$ cat config.mk
export PLATFORM = sky130hd
export DESIGN_NAME = nibble_serial_adder_flat
export DESIGN_NICKNAME = d
export VERILOG_FILES = /design/src/rtl/nibble_serial_adder_if.sv /design/src/rtl/nibble_serial_adder.sv /design/src/flat_wrapper.sv
export SDC_FILE = /design/constraint.sdc
export NUM_CORES = 1
export LEC_CHECK = 0
export CORE_MARGIN = 2
export CORE_UTILIZATION = 54
export CTS_BUF_LIST = sky130_fd_sc_hd__clkbuf_4 sky130_fd_sc_hd__clkbuf_8
export DETAILED_ROUTE_END_ITERATION = 10
export PLACE_DENSITY = 0.94
export SYNTH_ARGS = -nofsm -noshare
export SYNTH_HDL_FRONTEND = slang
export SYNTH_SLANG_ARGS = --single-unit
$ cat constraint.sdc
create_clock -name clk -period 2.1 [get_ports clk]
set_clock_uncertainty 0.15 [all_clocks]
set_input_delay 0.42 -clock clk [delete_from_list [all_inputs] [get_ports clk]]
set_output_delay 0.42 -clock clk [all_outputs]
set_load 0.02 [all_outputs]
$ cat src/rtl/nibble_serial_adder_if.sv
// rtl/nibble_serial_adder_if.sv - start/busy/done operand and result bundle for nibble_serial_adder
interface nibble_serial_adder_if #(
  parameter int WIDTH = 16
);
  logic             start;
  logic [WIDTH-1:0] a;
  logic [WIDTH-1:0] b;
  logic             carryInput;
  logic             subtract;
  logic             busy;
  logic             done;
  logic [WIDTH-1:0] sum;
  logic             carryOutput;
  logic             overflow;

  modport master (
    output start, a, b, carryInput, subtract,
    input  busy, done, sum, carryOutput, overflow
  );

  modport slave (
    input  start, a, b, carryInput, subtract,
    output busy, done, sum, carryOutput, overflow
  );
endinterface

$ cat src/rtl/nibble_serial_adder.sv
// rtl/nibble_serial_adder.sv - WIDTH-bit add/sub iterating one 4-bit carry-lookahead slice, LS nibble first
module nibble_serial_adder #(
  parameter int WIDTH = 16
) (
  input logic                  clk,
  input logic                  rst_n,
  nibble_serial_adder_if.slave bus
);
  localparam int N  = WIDTH / 4;
  localparam int IW = (N > 1) ? $clog2(N) : 1;
  localparam logic [IW-1:0] LAST_IDX = IW'(N - 1);

  localparam logic [1:0] S_IDLE = 2'd0;
  localparam logic [1:0] S_RUN  = 2'd1;
  localparam logic [1:0] S_DONE = 2'd2;

  logic [1:0]       r_state;
  logic [WIDTH-1:0] r_op_a;
  logic [WIDTH-1:0] r_op_b;
  logic [WIDTH-1:0] r_shift;
  logic [WIDTH-1:0] r_sum;
  logic [IW-1:0]    r_idx;
  logic             r_carry;
  logic             r_msb_a;
  logic             r_msb_b;
  logic             r_cout;
  logic             r_ovf;

  logic [3:0]       w_g;
  logic [3:0]       w_p;
  logic [4:0]       w_c;
  logic [3:0]       w_slice_sum;
  logic             w_slice_cout;
  logic [WIDTH-1:0] w_shift_next;
  logic             w_ovf_next;

  // cla4 slice: generate/propagate lookahead over the current operand nibble
  assign w_g    = r_op_a[3:0] & r_op_b[3:0];
  assign w_p    = r_op_a[3:0] ^ r_op_b[3:0];
  assign w_c[0] = r_carry;
  assign w_c[1] = w_g[0] | (w_p[0] & w_c[0]);
  assign w_c[2] = w_g[1] | (w_p[1] & w_g[0]) | (w_p[1] & w_p[0] & w_c[0]);
  assign w_c[3] = w_g[2] | (w_p[2] & w_g[1]) | (w_p[2] & w_p[1] & w_g[0])
                | (w_p[2] & w_p[1] & w_p[0] & w_c[0]);
  assign w_c[4] = w_g[3] | (w_p[3] & w_g[2]) | (w_p[3] & w_p[2] & w_g[1])
                | (w_p[3] & w_p[2] & w_p[1] & w_g[0])
                | (w_p[3] & w_p[2] & w_p[1] & w_p[0] & w_c[0]);
  assign w_slice_sum  = w_p ^ w_c[3:0];
  assign w_slice_cout = w_c[4];

  // New nibble enters at the top; after N cycles nibble 0 has reached bit 0
  assign w_shift_next = WIDTH'({w_slice_sum, r_shift} >> 4);
  assign w_ovf_next   = (r_msb_a == r_msb_b) && (w_shift_next[WIDTH-1] != r_msb_a);

  always_ff @(posedge clk or negedge rst_n) begin
    if (!rst_n) begin
      r_state <= S_IDLE;
      r_op_a  <= '0;
      r_op_b  <= '0;
      r_shift <= '0;
      r_sum   <= '0;
      r_idx   <= '0;
      r_carry <= 1'b0;
      r_msb_a <= 1'b0;
      r_msb_b <= 1'b0;
      r_cout  <= 1'b0;
      r_ovf   <= 1'b0;
    end else begin
      case (r_state)
        S_IDLE: begin
          if (bus.start) begin
            r_op_a  <= bus.a;
            r_op_b  <= bus.subtract ? ~bus.b : bus.b;
            r_carry <= bus.subtract ? 1'b1 : bus.carryInput;
            r_msb_a <= bus.a[WIDTH-1];
            r_msb_b <= bus.subtract ? ~bus.b[WIDTH-1] : bus.b[WIDTH-1];
            r_idx   <= '0;
            r_state <= S_RUN;
          end
        end
        S_RUN: begin
          r_op_a  <= r_op_a >> 4;
          r_op_b  <= r_op_b >> 4;
          r_shift <= w_shift_next;
          r_carry <= w_slice_cout;
          r_idx   <= r_idx + 1'b1;
          if (r_idx == LAST_IDX) begin
            r_sum   <= w_shift_next;
            r_cout  <= w_slice_cout;
            r_ovf   <= w_ovf_next;
            r_state <= S_DONE;
          end
        end
        S_DONE:  r_state <= S_IDLE;
        default: r_state <= S_IDLE;
      endcase
    end
  end

  assign bus.busy        = (r_state != S_IDLE);
  assign bus.done        = (r_state == S_DONE);
  assign bus.sum         = r_sum;
  assign bus.carryOutput = r_cout;
  assign bus.overflow    = r_ovf;
endmodule

$ cat src/flat_wrapper.sv
// flat-port wrapper written by rule: the top's interface ports become plain ports
module nibble_serial_adder_flat 
#(
  parameter int WIDTH = 16
)
  (clk, rst_n, bus_start, bus_a, bus_b, bus_carryInput, bus_subtract, bus_busy, bus_done, bus_sum, bus_carryOutput, bus_overflow);
  nibble_serial_adder_if #(.WIDTH(WIDTH)) bus_i ();
  input logic clk;
  input logic rst_n;
  input wire logic [$bits(bus_i.start)-1:0] bus_start;
  input wire logic [$bits(bus_i.a)-1:0] bus_a;
  input wire logic [$bits(bus_i.b)-1:0] bus_b;
  input wire logic [$bits(bus_i.carryInput)-1:0] bus_carryInput;
  input wire logic [$bits(bus_i.subtract)-1:0] bus_subtract;
  output wire logic [$bits(bus_i.busy)-1:0] bus_busy;
  output wire logic [$bits(bus_i.done)-1:0] bus_done;
  output wire logic [$bits(bus_i.sum)-1:0] bus_sum;
  output wire logic [$bits(bus_i.carryOutput)-1:0] bus_carryOutput;
  output wire logic [$bits(bus_i.overflow)-1:0] bus_overflow;
  assign bus_i.start = bus_start;
  assign bus_i.a = bus_a;
  assign bus_i.b = bus_b;
  assign bus_i.carryInput = bus_carryInput;
  assign bus_i.subtract = bus_subtract;
  assign bus_busy = bus_i.busy;
  assign bus_done = bus_i.done;
  assign bus_sum = bus_i.sum;
  assign bus_carryOutput = bus_i.carryOutput;
  assign bus_overflow = bus_i.overflow;
  nibble_serial_adder #(.WIDTH(WIDTH)) u_core (.clk(clk), .rst_n(rst_n), .bus(bus_i));
endmodule
==> results of run 1 <==
## synthesized netlist by cell type, types with 4 or more instances
| library cell | instances | share of area [%] |
|---|---|---|
| a221o_1 | 12 | 3.9 |
| a31oi_1 | 11 | 2.2 |
| buf_2 | 11 | 1.8 |
| clkbuf_1 | 4 | 0.49 |
| dfrtp_1 | 69 | 56 |
| ha_1 | 5 | 2.0 |
| inv_1 | 4 | 0.49 |
| mux2_2 | 12 | 4.4 |
| nand2_1 | 76 | 9.2 |
| nand3_1 | 8 | 1.3 |
| nor2_1 | 26 | 3.2 |
| o21ai_0 | 13 | 2.1 |
| xnor2_1 | 15 | 4.3 |
## cell families after synthesis
kind of cell / Yosys count / share of synthesized area [%]
and+or+nand+nor: 124 / 17.3
muxes: 12 / 4.37
DFF: 69 / 55.9
AOI/OAI and AO/OA: 49 / 11.0
buffers and inverters: 22 / 3.73
adders and majority gates: 6 / 2.67
xor gates and xnor gates: 18 / 5.10
## per-layer routing
metal	vias up	share of wire, %	global-route usage (%)
met2	90	51	38.4
li1	1138	-	-
met4	0	2.1	9.83
met5	-	0	0
met1	1140	40	26.6
met3	11	6.5	6.00
## what timing repair did
action,CTS,global route
resized for setup,3,1
endpoints found under the hold margin,69,0
pin swaps,0,1
hold buffers,1,0
endpoints found under the setup margin,2,1
## stage by stage
step | total power [mW] | area, um2 | setup slack, ps | instances
after floorplan | 4.19 | 3090 | 256 | 300
after global placement | 4.94 | 3760 | 117 | 421
after detailed placement | 5.13 | 3760 | 69.5 | 421
after CTS | 6.25 | 3970 | 114 | 437
after global routing | 6.74 | 3980 | 40.1 | 437
final | 6.25 | 3980 | 129 | 437
## power groups by stage
stage	Clock, mW	Combinational (mW)	Sequential (mW)
5_1_grt	1.18	3.12	2.43
6_report	1.11	2.78	2.36
2_1_floorplan	0	1.73	2.46
3_5_place_dp	0	2.75	2.38
3_3_place_gp	0	2.61	2.33
4_1_cts	1.13	2.76	2.36
## worst max path at each step
| stage | slack (ps) | depth (start not counted) | end |
|---|---|---|---|
| floorplan | 260 | 5 | u_core.bus.overflow$_DFFE_PN0P_ |
| global placement | 120 | 5 | u_core.r_op_a[2]$_DFFE_PN0P_ |
| detailed placement | 70 | 5 | u_core.r_op_a[10]$_DFFE_PN0P_ |
| CTS | 110 | 2 | bus_busy |
| global route | 40 | 5 | u_core.bus.overflow$_DFFE_PN0P_ |
| finish | 130 | 2 | bus_busy |
## worst register-to-register path, stage by stage (launching register included)
cell	delay [ps]
dfrtp_1	410
ha_1	320
a21o_1	190
and4_1	230
or3_4	400
o21ai_0	160
## state kept, by name, summed over array words and instances, names as in the netlist
signal                  cells
u_core.bus.sum             16
u_core.r_op_a              16
u_core.r_op_b              16
u_core.r_shift             12
u_core.r_idx                2
u_core.r_state              2
u_core.bus.carryOutput      1
u_core.bus.overflow         1
u_core.r_carry              1
u_core.r_msb_a              1
u_core.r_msb_b              1
## final cells by class
type	instances	area [um2]	area share (%)
Clock inverter	1	30.0	0.755
Sequential cell	69	1730	43.5
Tap cell	72	90.1	2.27
Timing Repair Buffer	68	683	17.2
Clock buffer	14	174	4.38
Inverter	4	15.0	0.378
Multi-Input combinational cell	209	1250	31.6
## cells in the final DEF, fill, tap and decap left out, types with 4 or more instances in the layout
cell type	Yosys	layout
nand2_1	76	76
dfrtp_1	69	68
clkdlybuf4s50_1	0	53
nor2_1	26	26
xnor2_1	15	15
o21ai_0	13	13
mux2_2	12	12
a221o_1	12	12
a31oi_1	11	11
clkbuf_8	0	11
nand3_1	8	8
buf_4	1	8
ha_1	5	5
inv_1	4	4
==> impl_metrics.toml, run 1 <==
[status]
outcome = "finished clean"

[sta]
worst_hold_slack_ps = 324
rsz0062_at_grt = "false"
setup_tns_ps = 0
setup_viol = 0
layout_min_cycle_time_ps = 1970
slew_viol_final = 0
worst_slew_pin_slew_ps = 471
max_slew_margin_pct = 68.6
fin_crit_sh_pct = 93.9
hold_viol = 0
clock.fmax_mhz = 507

[synthesis]
ys_seq_area_share_pct = 55.9
ys_seq_elements = 69
async_flop_share_pct = 100
synthCells = 300
postSynthAreaPerCell_um2 = 10.3
synth_ff_type = "dfrtp_1"
synth-edff-count = 0
synth_area_um2 = 3090
synth_nets = 343
synth_cell_types = 36
yosysWarnings = 0

[clocking]
path_clk_slew_ps = 70
cts-root-buf = "clkbuf_8"
cts_tree = "yes"
htreeDepth = 3
cts_setup_buffers = 0
clock_path_buffers = 2
insertion_delay_ps = 350
cts_made_buffers = 9
clock-sinks = 69

[setup_path]
r2r_cells = 5
crit_start = "u_core.r_state[1]$_DFFE_PN0P_"
startpoint_type = "register"
path_max_fanout = 7
cpPeakStageDelay_ps = 460
r2r_slack_ps = 170
path_buf_inv = 1
critPathRequiredTime_ps = 1530
path_cells = "or2_2, dlygate4sd2_1"
timing.rr.end = "u_core.r_shift[15]$_DFFE_PN0P_"
critical_path_class = "register to output pin"
r2r_start = "u_core.r_op_b[0]$_DFFE_PN0P_"
critPathSlowestCell = "dfrtp_2"
cp.arrival_ps = 1400
critPathTopFamily = "flip-flops"
crit_path_end_kind = "output pin"

[hold_path]
whs_endpoint = "u_core.r_shift[5]$_DFFE_PN0P_"
hp-class = "register to register"
min_from = "u_core.r_shift[5]$_DFFE_PN0P_"
holdPathStages = 2

[pwr]
p_per_area_nw_per_um2 = 1570
clockPowerShare_pct = 17.7
p_int_mw = 3.89
p_seq_share_pct = 37.8
p_sw_mw = 2.36
p_sw_share_pct = 37.8
p_leak_nw = 1.83
irDropWorstVdd_mv = 0.795
power_frac_comb_pct = 44.4

[final_layout]
fillers = 393
drive_gt1_share_pct = 13.2
antennaDiodeCount = 0
area_growth_pct = 28.7
num-nets-final = 404
fin_util_pct = 72.2

[drt]
drc = 0
dr.pass1.iters = 5
vias_per_cell = 5.44
initialDrtViolationCount = 134
vias = 2379
drt_wl_total_um = 6360
ant_nets = 0
wl_per_cell_um = 14.5

[place]
port_buffers = 56
gp_congestion = 0.812
dp_hpwl_um = 4440

[floorplan]
dieArea_um2 = 6340
initial_core_util_pct = 56.1
ios = 57
rows = 27
fp.dieW_um = 79.6
core_area_um2 = 5510
die_h_um = 79.6

[global_routing]
grt_util_all_layers_pct = 22.5
antenna_found_initial = 0
overflow = 0
grt_pass1_wl_um = 10800
grt_pass1_vias = 2324
grt_max_degree = 70

[run]
maxCapViolations = 0
Power figures use the tool's default switching activity.
==> run 2, diff against run 1 <==
Settings changed: CORE_ASPECT_RATIO from default to 0.5.
==> impl_metrics.toml, run 2 (synthesis results as in run 1) <==
[place]
dp_cells = 423
dpl_cell_area_um2 = 3770
dp_hpwl_um = 4700
gp_congestion = 0.830
port_buffers = 56
post-place-ws_ps = 54.7

[status]
outcome = "finished clean"

[setup_path]
r2r_slack_ps = 100
critPathRequiredTime_ps = 2200
startpoint_type = "register"
path_cells = "ha_1, a21o_1, and4_1, or3_1, o21ai_0"
critPathTopFamily = "simple AND/OR/NAND/NOR gates"
cp.arrival_ps = 2100
critical_path_class = "register to register"
path_max_fanout = 3
path_buf_inv = 0
critPathSlowestCell = "or3_1"
crit_path_end_kind = "register"
cpPeakStageDelay_ps = 420

[pwr]
irDropWorstVdd_mv = 0.881
p_per_area_nw_per_um2 = 1600
p_leak_nw = 1.84
power_frac_comb_pct = 44.0
p_seq_share_pct = 37.2
p_int_mw = 3.93
p_sw_mw = 2.48
p_total_mw = 6.40
p_sw_share_pct = 38.7
clockPowerShare_pct = 18.7

[floorplan]
fp.dieW_um = 111
core_area_um2 = 5490
die_h_um = 57.5
ios = 57
dieArea_um2 = 6380
initial_core_util_pct = 56.3
rows = 19

[final_layout]
num-nets-final = 405
area_growth_pct = 29.5
fin_util_pct = 72.9
fin_cells = 440
final_cell_mix = "nand2_1, dfrtp_1, clkdlybuf4s50_1"
mostFrequentLayoutCell = "nand2_1"
fillers = 368
antennaDiodeCount = 0
drive_gt1_share_pct = 13.6
finalInstanceArea_um2 = 4000

[drt]
vias_per_cell = 5.47
ant_nets = 0
initialDrtViolationCount = 172
drt_wl_total_um = 6980
wl_per_cell_um = 15.9
drc = 0
dr.pass1.iters = 4
vias = 2405

[sta]
setup_tns_ps = 0
worst_hold_slack_ps = 324
timing.final.ws_setup_ps = 104
hold_viol = 0
rsz0062_at_grt = "false"
clock.fmax_mhz = 501
setup_viol = 0
max_slew_margin_pct = 69.1
worst_slew_pin_slew_ps = 463
slew_viol_final = 0
layout_min_cycle_time_ps = 2000
fin_crit_sh_pct = 95.1

[clocking]
cts_setup_buffers = 0
cts_tree = "yes"
clock-sinks = 69
cts_made_buffers = 9
path_clk_slew_ps = 70
insertion_delay_ps = 350
cts-root-buf = "clkbuf_8"
htreeDepth = 3
clock_path_buffers = 2

[global_routing]
grt_util_all_layers_pct = 23.8
grt_pass1_vias = 2443
grt_pass1_wl_um = 11800
grt_max_degree = 50
overflow = 0
antenna_found_initial = 0

[run]
maxCapViolations = 0

[hold_path]
hp-class = "register to register"
## run 2: path summary, 6_finish.rpt
path	to	startpoint	depth (start not counted)
worst max register to register	u_core.r_shift[15]$_DFFE_PN0P_	u_core.r_op_b[0]$_DFFE_PN0P_	5
worst min register to register	u_core.r_shift[6]$_DFFE_PN0P_	u_core.r_shift[6]$_DFFE_PN0P_	2
worst max-delay path	u_core.r_shift[15]$_DFFE_PN0P_	u_core.r_op_b[0]$_DFFE_PN0P_	5
worst min-delay path	u_core.r_shift[6]$_DFFE_PN0P_	u_core.r_shift[6]$_DFFE_PN0P_	2
max in group asynchronous	u_core.r_state[1]$_DFFE_PN0P_	rst_n	3
min in group asynchronous	u_core.bus.sum[3]$_DFFE_PN0P_	rst_n	2
## run 2: routing by layer
| metal | global-route usage [%] | vias up | part of all wire (%) |
|---|---|---|---|
| met5 | 0 | - | 0 |
| met2 | 41.7 | 93 | 50 |
| met3 | 5.21 | 18 | 5.8 |
| met1 | 29.2 | 1157 | 42 |
| met4 | 10.7 | 0 | 2.3 |
| li1 | - | 1137 | - |
## run 2: timing repair
action | in CTS | in global routing
hold endpoints to repair | 12 | 0
setup endpoints to repair | 2 | 0
gates resized for setup | 3 | 0
hold buffers | 1 | 0
## run 2: cell type report
type,instances,area [um2],share of cell area (%)
multi-input cells,209,1250,31.3
flip-flops and latches,69,1730,43.2
inverters,4,15.0,0.375
clock buffers,10,138,3.44
repair buffers,69,691,17.3
well taps,73,91.3,2.28
clock inverters,6,86.3,2.16
## run 2: worst reg2reg max path: cells and delay by family (launching register included)
family                   cells  cell delay [ps]
adder cells (fa/ha/maj)      1              320
flip-flops                   1              410
AND/OR/NAND/NOR              2              650
AO/OA/AOI/OAI                2              390
## run 2: power by group through the flow
stage	Clock, mW	Combinational [mW]	Sequential (mW)
2_1_floorplan	0	1.73	2.46
3_3_place_gp	0	2.62	2.33
3_5_place_dp	0	2.77	2.39
4_1_cts	1.22	2.82	2.37
5_1_grt	1.27	3.09	2.44
6_report	1.20	2.82	2.38
